### src/rtl/systolic_feed_ctrl.sv
// systolic_feed_ctrl: sequences the DIM feed FIFOs of the systolic array.
// IDLE routes host beats into per-row FIFOs until each holds DIM entries.
// RUN issues skewed shift enables and holds array_en for the full window.
// DONE pulses done and clears the load progress.
// Only enables and selects are produced here; no data passes through.
module systolic_feed_ctrl #(
    parameter  int unsigned DIM = 8,
    localparam int unsigned CW  = $clog2(3 * DIM)
) (
    input  logic                   clk,
    input  logic                   rst,
    input  logic                   in_valid,
    input  logic [$clog2(DIM)-1:0] in_row,
    output logic                   in_ready,
    input  logic                   start,
    input  logic                   clear,
    output logic [DIM-1:0]         fifo_en,
    output logic                   fifo_d_sel,
    output logic                   array_en,
    output logic                   busy,
    output logic                   done,
    output logic                   err
);

    localparam int unsigned RW   = $clog2(DIM);
    localparam int unsigned CNTW = $clog2(DIM + 1);

    localparam logic [CW-1:0]   TLast = CW'(3 * DIM - 3);
    localparam logic [CNTW-1:0] Full  = CNTW'(DIM);

    typedef enum logic [1:0] {StIdle, StRun, StDone} state_e;

    state_e          state_q, state_d;
    logic [CW-1:0]   t_q, t_d;
    logic [CNTW-1:0] count_q [DIM];
    logic [CNTW-1:0] count_d [DIM];

    logic row_ok;
    logic row_free;
    logic beat_ok;
    logic loaded;

    // Load status: every row full, and whether the addressed row can take a beat.
    always_comb begin
        loaded   = 1'b1;
        row_free = 1'b0;
        // Widen by one bit so out-of-range rows are caught for non power-of-two DIM.
        row_ok   = {1'b0, in_row} < (RW + 1)'(DIM);
        for (int i = 0; i < DIM; i++) begin
            if (count_q[i] != Full) begin
                loaded = 1'b0;
            end
            if (in_row == RW'(i) && count_q[i] != Full) begin
                row_free = 1'b1;
            end
        end
        // Gate with rst so outputs show reset values while reset is held.
        beat_ok = in_valid && row_ok && row_free && !rst;
    end

    // Next-state, counter updates and outputs.
    always_comb begin
        state_d    = state_q;
        t_d        = t_q;
        count_d    = count_q;
        fifo_en    = '0;
        in_ready   = 1'b0;
        fifo_d_sel = 1'b1;
        array_en   = 1'b0;
        busy       = 1'b0;
        done       = 1'b0;
        err        = 1'b0;

        unique case (state_q)
            StIdle: begin
                in_ready = 1'b1;
                if (clear) begin
                    for (int i = 0; i < DIM; i++) begin
                        count_d[i] = '0;
                    end
                end else begin
                    for (int i = 0; i < DIM; i++) begin
                        if (beat_ok && in_row == RW'(i)) begin
                            fifo_en[i] = 1'b1;
                            count_d[i] = count_q[i] + CNTW'(1);
                        end
                    end
                    err = !rst && ((in_valid && !beat_ok) || (start && !loaded));
                    if (start && loaded) begin
                        state_d = StRun;
                        t_d     = '0;
                    end
                end
            end

            StRun: begin
                busy       = 1'b1;
                array_en   = 1'b1;
                fifo_d_sel = 1'b0;
                // FIFO i shifts during t = i .. i+DIM-1, giving the diagonal skew.
                for (int i = 0; i < DIM; i++) begin
                    fifo_en[i] = (t_q >= CW'(i)) && (t_q <= CW'(i + DIM - 1));
                end
                if (t_q == TLast) begin
                    state_d = StDone;
                end else begin
                    t_d = t_q + CW'(1);
                end
            end

            StDone: begin
                done = 1'b1;
                t_d  = '0;
                for (int i = 0; i < DIM; i++) begin
                    count_d[i] = '0;
                end
                state_d = StIdle;
            end

            default: begin
                state_d = StIdle;
            end
        endcase
    end

    // State, run counter and per-row fill counters.
    always_ff @(posedge clk or posedge rst) begin
        if (rst) begin
            state_q <= StIdle;
            t_q     <= '0;
            for (int i = 0; i < DIM; i++) begin
                count_q[i] <= '0;
            end
        end else begin
            state_q <= state_d;
            t_q     <= t_d;
            count_q <= count_d;
        end
    end

    // Run counter must never pass the last run cycle.
    t_range_a: assert property (@(posedge clk) disable iff (rst) t_q <= TLast);

endmodule

### config.mk
export PLATFORM = sky130hd
export DESIGN_NAME = systolic_feed_ctrl
export DESIGN_NICKNAME = d
export VERILOG_FILES = /design/src/rtl/systolic_feed_ctrl.sv
export SDC_FILE = /design/constraint.sdc
export NUM_CORES = 1
export LEC_CHECK = 0
export CAP_MARGIN = 10
export CELL_PAD_IN_SITES_DETAIL_PLACEMENT = 1
export CELL_PAD_IN_SITES_GLOBAL_PLACEMENT = 1
export CORE_ASPECT_RATIO = 1.4
export CORE_UTILIZATION = 35
export CTS_CLUSTER_SIZE = 20
export DETAILED_ROUTE_END_ITERATION = 16
export PLACE_DENSITY = 0.71
export SYNTH_ARGS = -nofsm -noshare
export SYNTH_HDL_FRONTEND = slang
export SYNTH_SLANG_ARGS = --single-unit
### constraint.sdc
create_clock -name clk -period 2.5 [get_ports clk]
set_input_delay 0.25 -clock clk [delete_from_list [all_inputs] [get_ports clk]]
set_output_delay 0.25 -clock clk [all_outputs]
set_load 0.05 [all_outputs]
### Word-level counts from Yosys, hierarchy flattened

Cells that the tools add are included.

* add/subtract/negate cells: 9
* multiply operators: 0
* div/mod/pow operators: 0
* order comparisons: 16
* equal/unequal tests: 30
* shifts and indexed selects: 0
* multiplexer cells: 50
* bitwise operators: 0
* reduce and logical (&&, ||, !) cells: 48

Operator list (number)
* $pmux W32 S2: 1
* $le A5 B4 Y1 const B: 7
* $add A4 B1 Y4 const B: 8
* $mux W32: 1
* $mux W4: 8
* $ne A4 B4 Y1 const B: 8
* $logic_and A1 B1 Y1: 30
* $mux W1: 30
* $ne A3 B3 Y1 const B: 8
* $ge A5 B3 Y1 const B: 4
* $pmux W8 S2: 1
* $reduce_and A2 Y1: 8
* $mux W5: 3
* $pmux W5 S3: 1
* $eq A3 B3 Y1 const B: 4
* $ge A5 B1 Y1 const B: 2
* $ge A5 B2 Y1 const B: 2
* $mux W8: 1
* $ne A2 B2 Y1 const B: 4
* $eq A3 B2 Y1 const B: 2
* $mux W2: 3
* $add A5 B1 Y5 const B: 1
* $eq A5 B5 Y1 const B: 1
* $le A5 B3 Y1 const B: 1
* 12 further kinds: 14

* register bits: 39
* bits in latches: 0
* RAM bits: 0
* ROM bits: 0
* input port bits: 8
* output and inout port bits: 14
* logic and storage cells: 163
* memories: 0

### Logic depth before layout (Yosys ltp)

* depth in word-level cells: 18
* depth in mapped cells: 9
* mapped depth without buffers: 8

### Worst setup path before layout

No wires, ideal clock.

* path kind: register -> output
* from: reg state_q[0]
* to: out fifo_en[0]
* data arrival time: 2968 ps
* required time: 2250 ps
* slack: -718 ps
* stages on the path, launching flop included: 6
* path buffers: 1
* path through: dfrtp_1 -> clkbuf_1 -> nand2b_1 -> inv_1 -> nand2b_1 -> o31ai_1

* word-level cells in the longest chain between the ends: 2
* elaborated cells on any way between the ends: 3
* classes of those cells: eq/ne: 1; mux: 1; reduce/logical: 1

RTL lines
* start, declared: line 33 `state_e state_q, state_d;`
* start signal, assigned: line 129 `state_q <= StIdle;`
* start signal, assigned: line 135 `state_q <= state_d;`
* $eq A2 B1 Y1 / $logic_not A2 Y1 (equally long branches): line 74 `unique case (state_q)`
* $pmux W8 S2 *: line 74
* end, declared: line 17 `output logic [DIM-1:0] fifo_en,`

Every way passes the cells marked *; elsewhere a longest branch is shown, timed or not.

### Worst setup path after layout

* from: in in_row[0]
* to: out fifo_en[5]

* word-level cells in the longest chain between the ends: 16
* elaborated cells on any way between the ends: 30
* classes of those cells: eq/ne: 7; mux: 11; reduce/logical: 12

RTL lines
* start, declared: line 13 `input logic [$clog2(DIM)-1:0] in_row,`
* $logic_not A3 Y1: line 53 `if (in_row == RW'(i) && count_q[i] != Full) begin`
* $logic_and A1 B1 Y1: line 53
* $mux W1 (8 in series): line 53
* $logic_and A1 B1 Y1 (2 in series): line 58 `beat_ok = in_valid && row_ok && row_free && !rst;`
* $logic_and A1 B1 Y1 *: line 83 `if (beat_ok && in_row == RW'(i)) begin`
* $mux W1 *: line 83
* $mux W8 *: line 77 `if (clear) begin`
* $pmux W8 S2 *: line 74

Marks and branches as above.

==> summary.txt <==
outcome: complete, but fails checks
failing checks: setup timing
Net Sw Frac: 30.45%
LEAKAGE: 1.709 nW
CTS tree: done
synth top area cells: dfrtp_1, ha_1, nand3_1
Overflow after GRT: 0
post-synthesis mux area share: 1.098%
Die X: 78.25 µm
most frequent cells in the layout: buf_4, dfrtp_1, nor2_1, nand3_1
Simple-Gate Fraction of Synth Area: 27.32%
syn_area_per_cell: 8.330 µm²
Async SR Flop Fraction: 100.0%
Core Area: 7797 µm²
Tmin final: 2.582 ns
total power: 0.001419 W
post-synthesis sequential area ratio: 34.26%
Starting Density: 36.54%
critical path fanouts, max: 7
number of global-route vias before repair: 3,107
fin nets: 438
Hold-fix buffers, CTS: 0
largest net degree at the start of global routing: 40
final setup violation count: 7
Synth Area in XOR/XNOR: 0.9223%
residual DRC count: 0
die area: 8510 µm²
row cnt: 38
fill cell count: 945
Max Freq: 387.4 MHz
synthesis-to-layout area growth: 37.68%
CP max stage cell: clkdlybuf4s50_1
post-synth top area cell: dfrtp_1
Routed Antenna Nets: 0
RSZ-0062 raised after global routing: true
PortBufs: 21
Final TNS setup: -0.2972 ns
Final Hold Fails: 0
Rel. slew slack: 63.51%
I/O Pins: 22
Die H: 108.8 µm
CP Capture Type: output port
final std cells w/o fill: 512
Worst Path Required: 2.25 ns
Synth Cell Area: 2849 µm²
# Max-Cap Violations: 0
Max Transition Viols Final: 0
top-area cell type share of the netlist area: 34.26%
EDFF count, synth: 0
Switch Pwr: 0.0004321 W
most common cell after layout, fill and taps aside: buf_4
placed instance count: 487
DR WL/cell: 18.82 µm
Gate Count Post-Synth: 342
metal3 WL: 305 µm
fin crit share: 103.3%
first-pass GRT wire length: 15,420 µm
Pre-Repair DR Iteration Count: 4
Int Pwr: 0.0009866 W
DR top layer: met4
combinational share of power: 21.9%
HP Class: input pin to async pin
Crit Path Category: input pin to output port
post-DP HPWL: 6552 µm
CTS Buf Count: 5
Top delay family on crit path: simple AND/OR/NAND/NOR gates
Total Routed Length: 9638 µm
CP Buf/Inv Count: 2
worst-path cell chain: clkdlybuf4s50_1, or3b_4, o221a_1, a21o_1, or2_4, o22ai_4, buf_12
power per cell area: 361.7 nW/µm²
Reg power frac: 47.5%
largest family of logic cells by synthesized area: simple AND/OR/NAND/NOR gates
nets in the synthesized netlist: 369
compound-gate portion of the synthesized area: 22.00%
CP peak stage delay: 0.44 ns
clk slew on worst S/H paths: 0.08 ns
root buf cell: clkbuf_8
routability cong.: 0.8438
Clock Sinks: 39
arrival time at the worst endpoint: 2.33 ns
Worst Hold Slack: 0.4581 ns
initial antenna violation count: 0
clock share of power: 30.7%
via count: 2,921
dpl ws: -0.1962 ns
startpoint type of the worst setup path: input pin
Synth Area in Adders: 8.344%
VDD IR max: 0.2635 mV
clock buffer depth: 2
wire length on met2: 5050 µm
min setup slack post-route: -0.08163 ns
Worst Tran Pin Value: 0.5473 ns
# diodes: 0
M1 WL: 4006 µm
FF+latch count, synth: 39
Ys Warns: 0
clk_skew: 0.006126 ns
Vias/cell: 5.705
worst-skew pair later-pin latency: 0.30 ns
top_reg_cell synth: dfrtp_1
layout cells sized above 1: 28.16%
Total GRT Usage: 23.72%
1st-iter DRT viols: 153
Cell variety after synth: 54
H-tree depth: 2
==> layer usage <==
layer  vias up  GRT usage, %
met5         -             0
met4         0         10.32
met3        23         3.347
met2        69         44.11
met1      1458         26.69
li1       1371             -
==> path summary, 6_finish.rpt <==
path / slack [ns] / from / to / cells past startpoint
setup / recovery: -0.08 / in_row[0] / fifo_en[5] / 7
hold / removal: 0.46 / rst / state_q[0]$_DFFE_PP0P_ / 3
setup reg to reg: 0.12 / count_q[0]$_DFFE_PP0P_ / count_q[4]$_DFFE_PP0P_ / 10
hold reg to reg: 0.52 / count_q[8]$_DFFE_PP0P_ / count_q[8]$_DFFE_PP0P_ / 1
max in group asynchronous: 1.64 / rst / count_q[8]$_DFFE_PP0P_ / 3
min in group clk: 0.52 / count_q[8]$_DFFE_PP0P_ / count_q[8]$_DFFE_PP0P_ / 1
==> Yosys cell counts (2+ instances only) <==
cell / instances
dfrtp_1: 39
nor2_1: 33
nand3_1: 30
inv_1: 25
nand2_1: 25
ha_1: 19
o21ai_1: 17
clkbuf_1: 12
nand3b_1: 12
o21ai_0: 12
a21oi_1: 11
and3_1: 10
o22ai_1: 9
a31oi_1: 7
and3b_1: 5
nand2b_1: 5
a2111oi_0: 4
a211o_1: 4
o31ai_2: 4
a22oi_1: 3
and2_1: 3
buf_2: 3
nor2b_1: 3
nor3b_1: 3
o31ai_1: 3
or4_1: 3
mux2i_1: 2
nor3_1: 2
nor4_1: 2
o211ai_1: 2
o21a_1: 2
o41ai_1: 2
or2_1: 2
or2_2: 2
or3_1: 2
xor2_1: 2
==> cells by family (layout without fill, tap and decap cells) <==
kind of cell	Yosys count	count (layout)
AO/OA/AOI/OAI	90	90
AND/OR/NAND/NOR	146	146
XOR/XNOR	3	3
adder cells (fa/ha/maj)	19	19
flip-flops	39	39
buffers and inverters	42	112
multiplexers	3	3
==> area by class of cell <==
type | count | area (µm²) | area share [%]
Sequential cell | 39 | 978.4 | 24.94
Tap cell | 100 | 125.1 | 3.190
Clock buffer | 7 | 76.32 | 1.946
Clock inverter | 1 | 5.005 | 0.1276
Timing Repair Buffer | 79 | 759.5 | 19.36
Multi-Input combinational cell | 261 | 1884 | 48.04
Inverter | 25 | 93.84 | 2.392
==> worst min-delay path, delay by kind of cell <==
| family | cells | cell delay (ns) |
|---|---|---|
| buffers and inverters | 3 | 0.97 |
==> flip-flops by register name (all words and copies together), names as in the netlist <==
signal	cells
t_q	5
count_q	32
state_q	2
==> power groups by stage <==
stage / clock, W / sequential, W / combinational, W
CTS: 0.000452 / 0.000673 / 0.000299
finish: 0.000435 / 0.000673 / 0.000310
detailed placement: 0 / 0.000690 / 0.000255
global route: 0.000469 / 0.000676 / 0.000336
global placement: 0 / 0.000687 / 0.000246
floorplan: 0 / 0.000682 / 0.000145
==> repair_timing <==
| item | 4_1_cts | 5_1_grt |
|---|---|---|
| setup endpoints to repair | 9 | 12 |
| pin swaps | 8 | 10 |
| gates resized for setup | 21 | 22 |
| buffers inserted | 14 | 6 |
==> metrics by stage <==
step	cell area, µm²	utilization (%)
after floorplan	2877	-
after global placement	3531	45.28
after detailed placement	3531	45.28
after CTS	3810	48.86
after global routing	3923	50.30
final	3923	50.30
No activity file was read; power rests on OpenSTA's default activity.
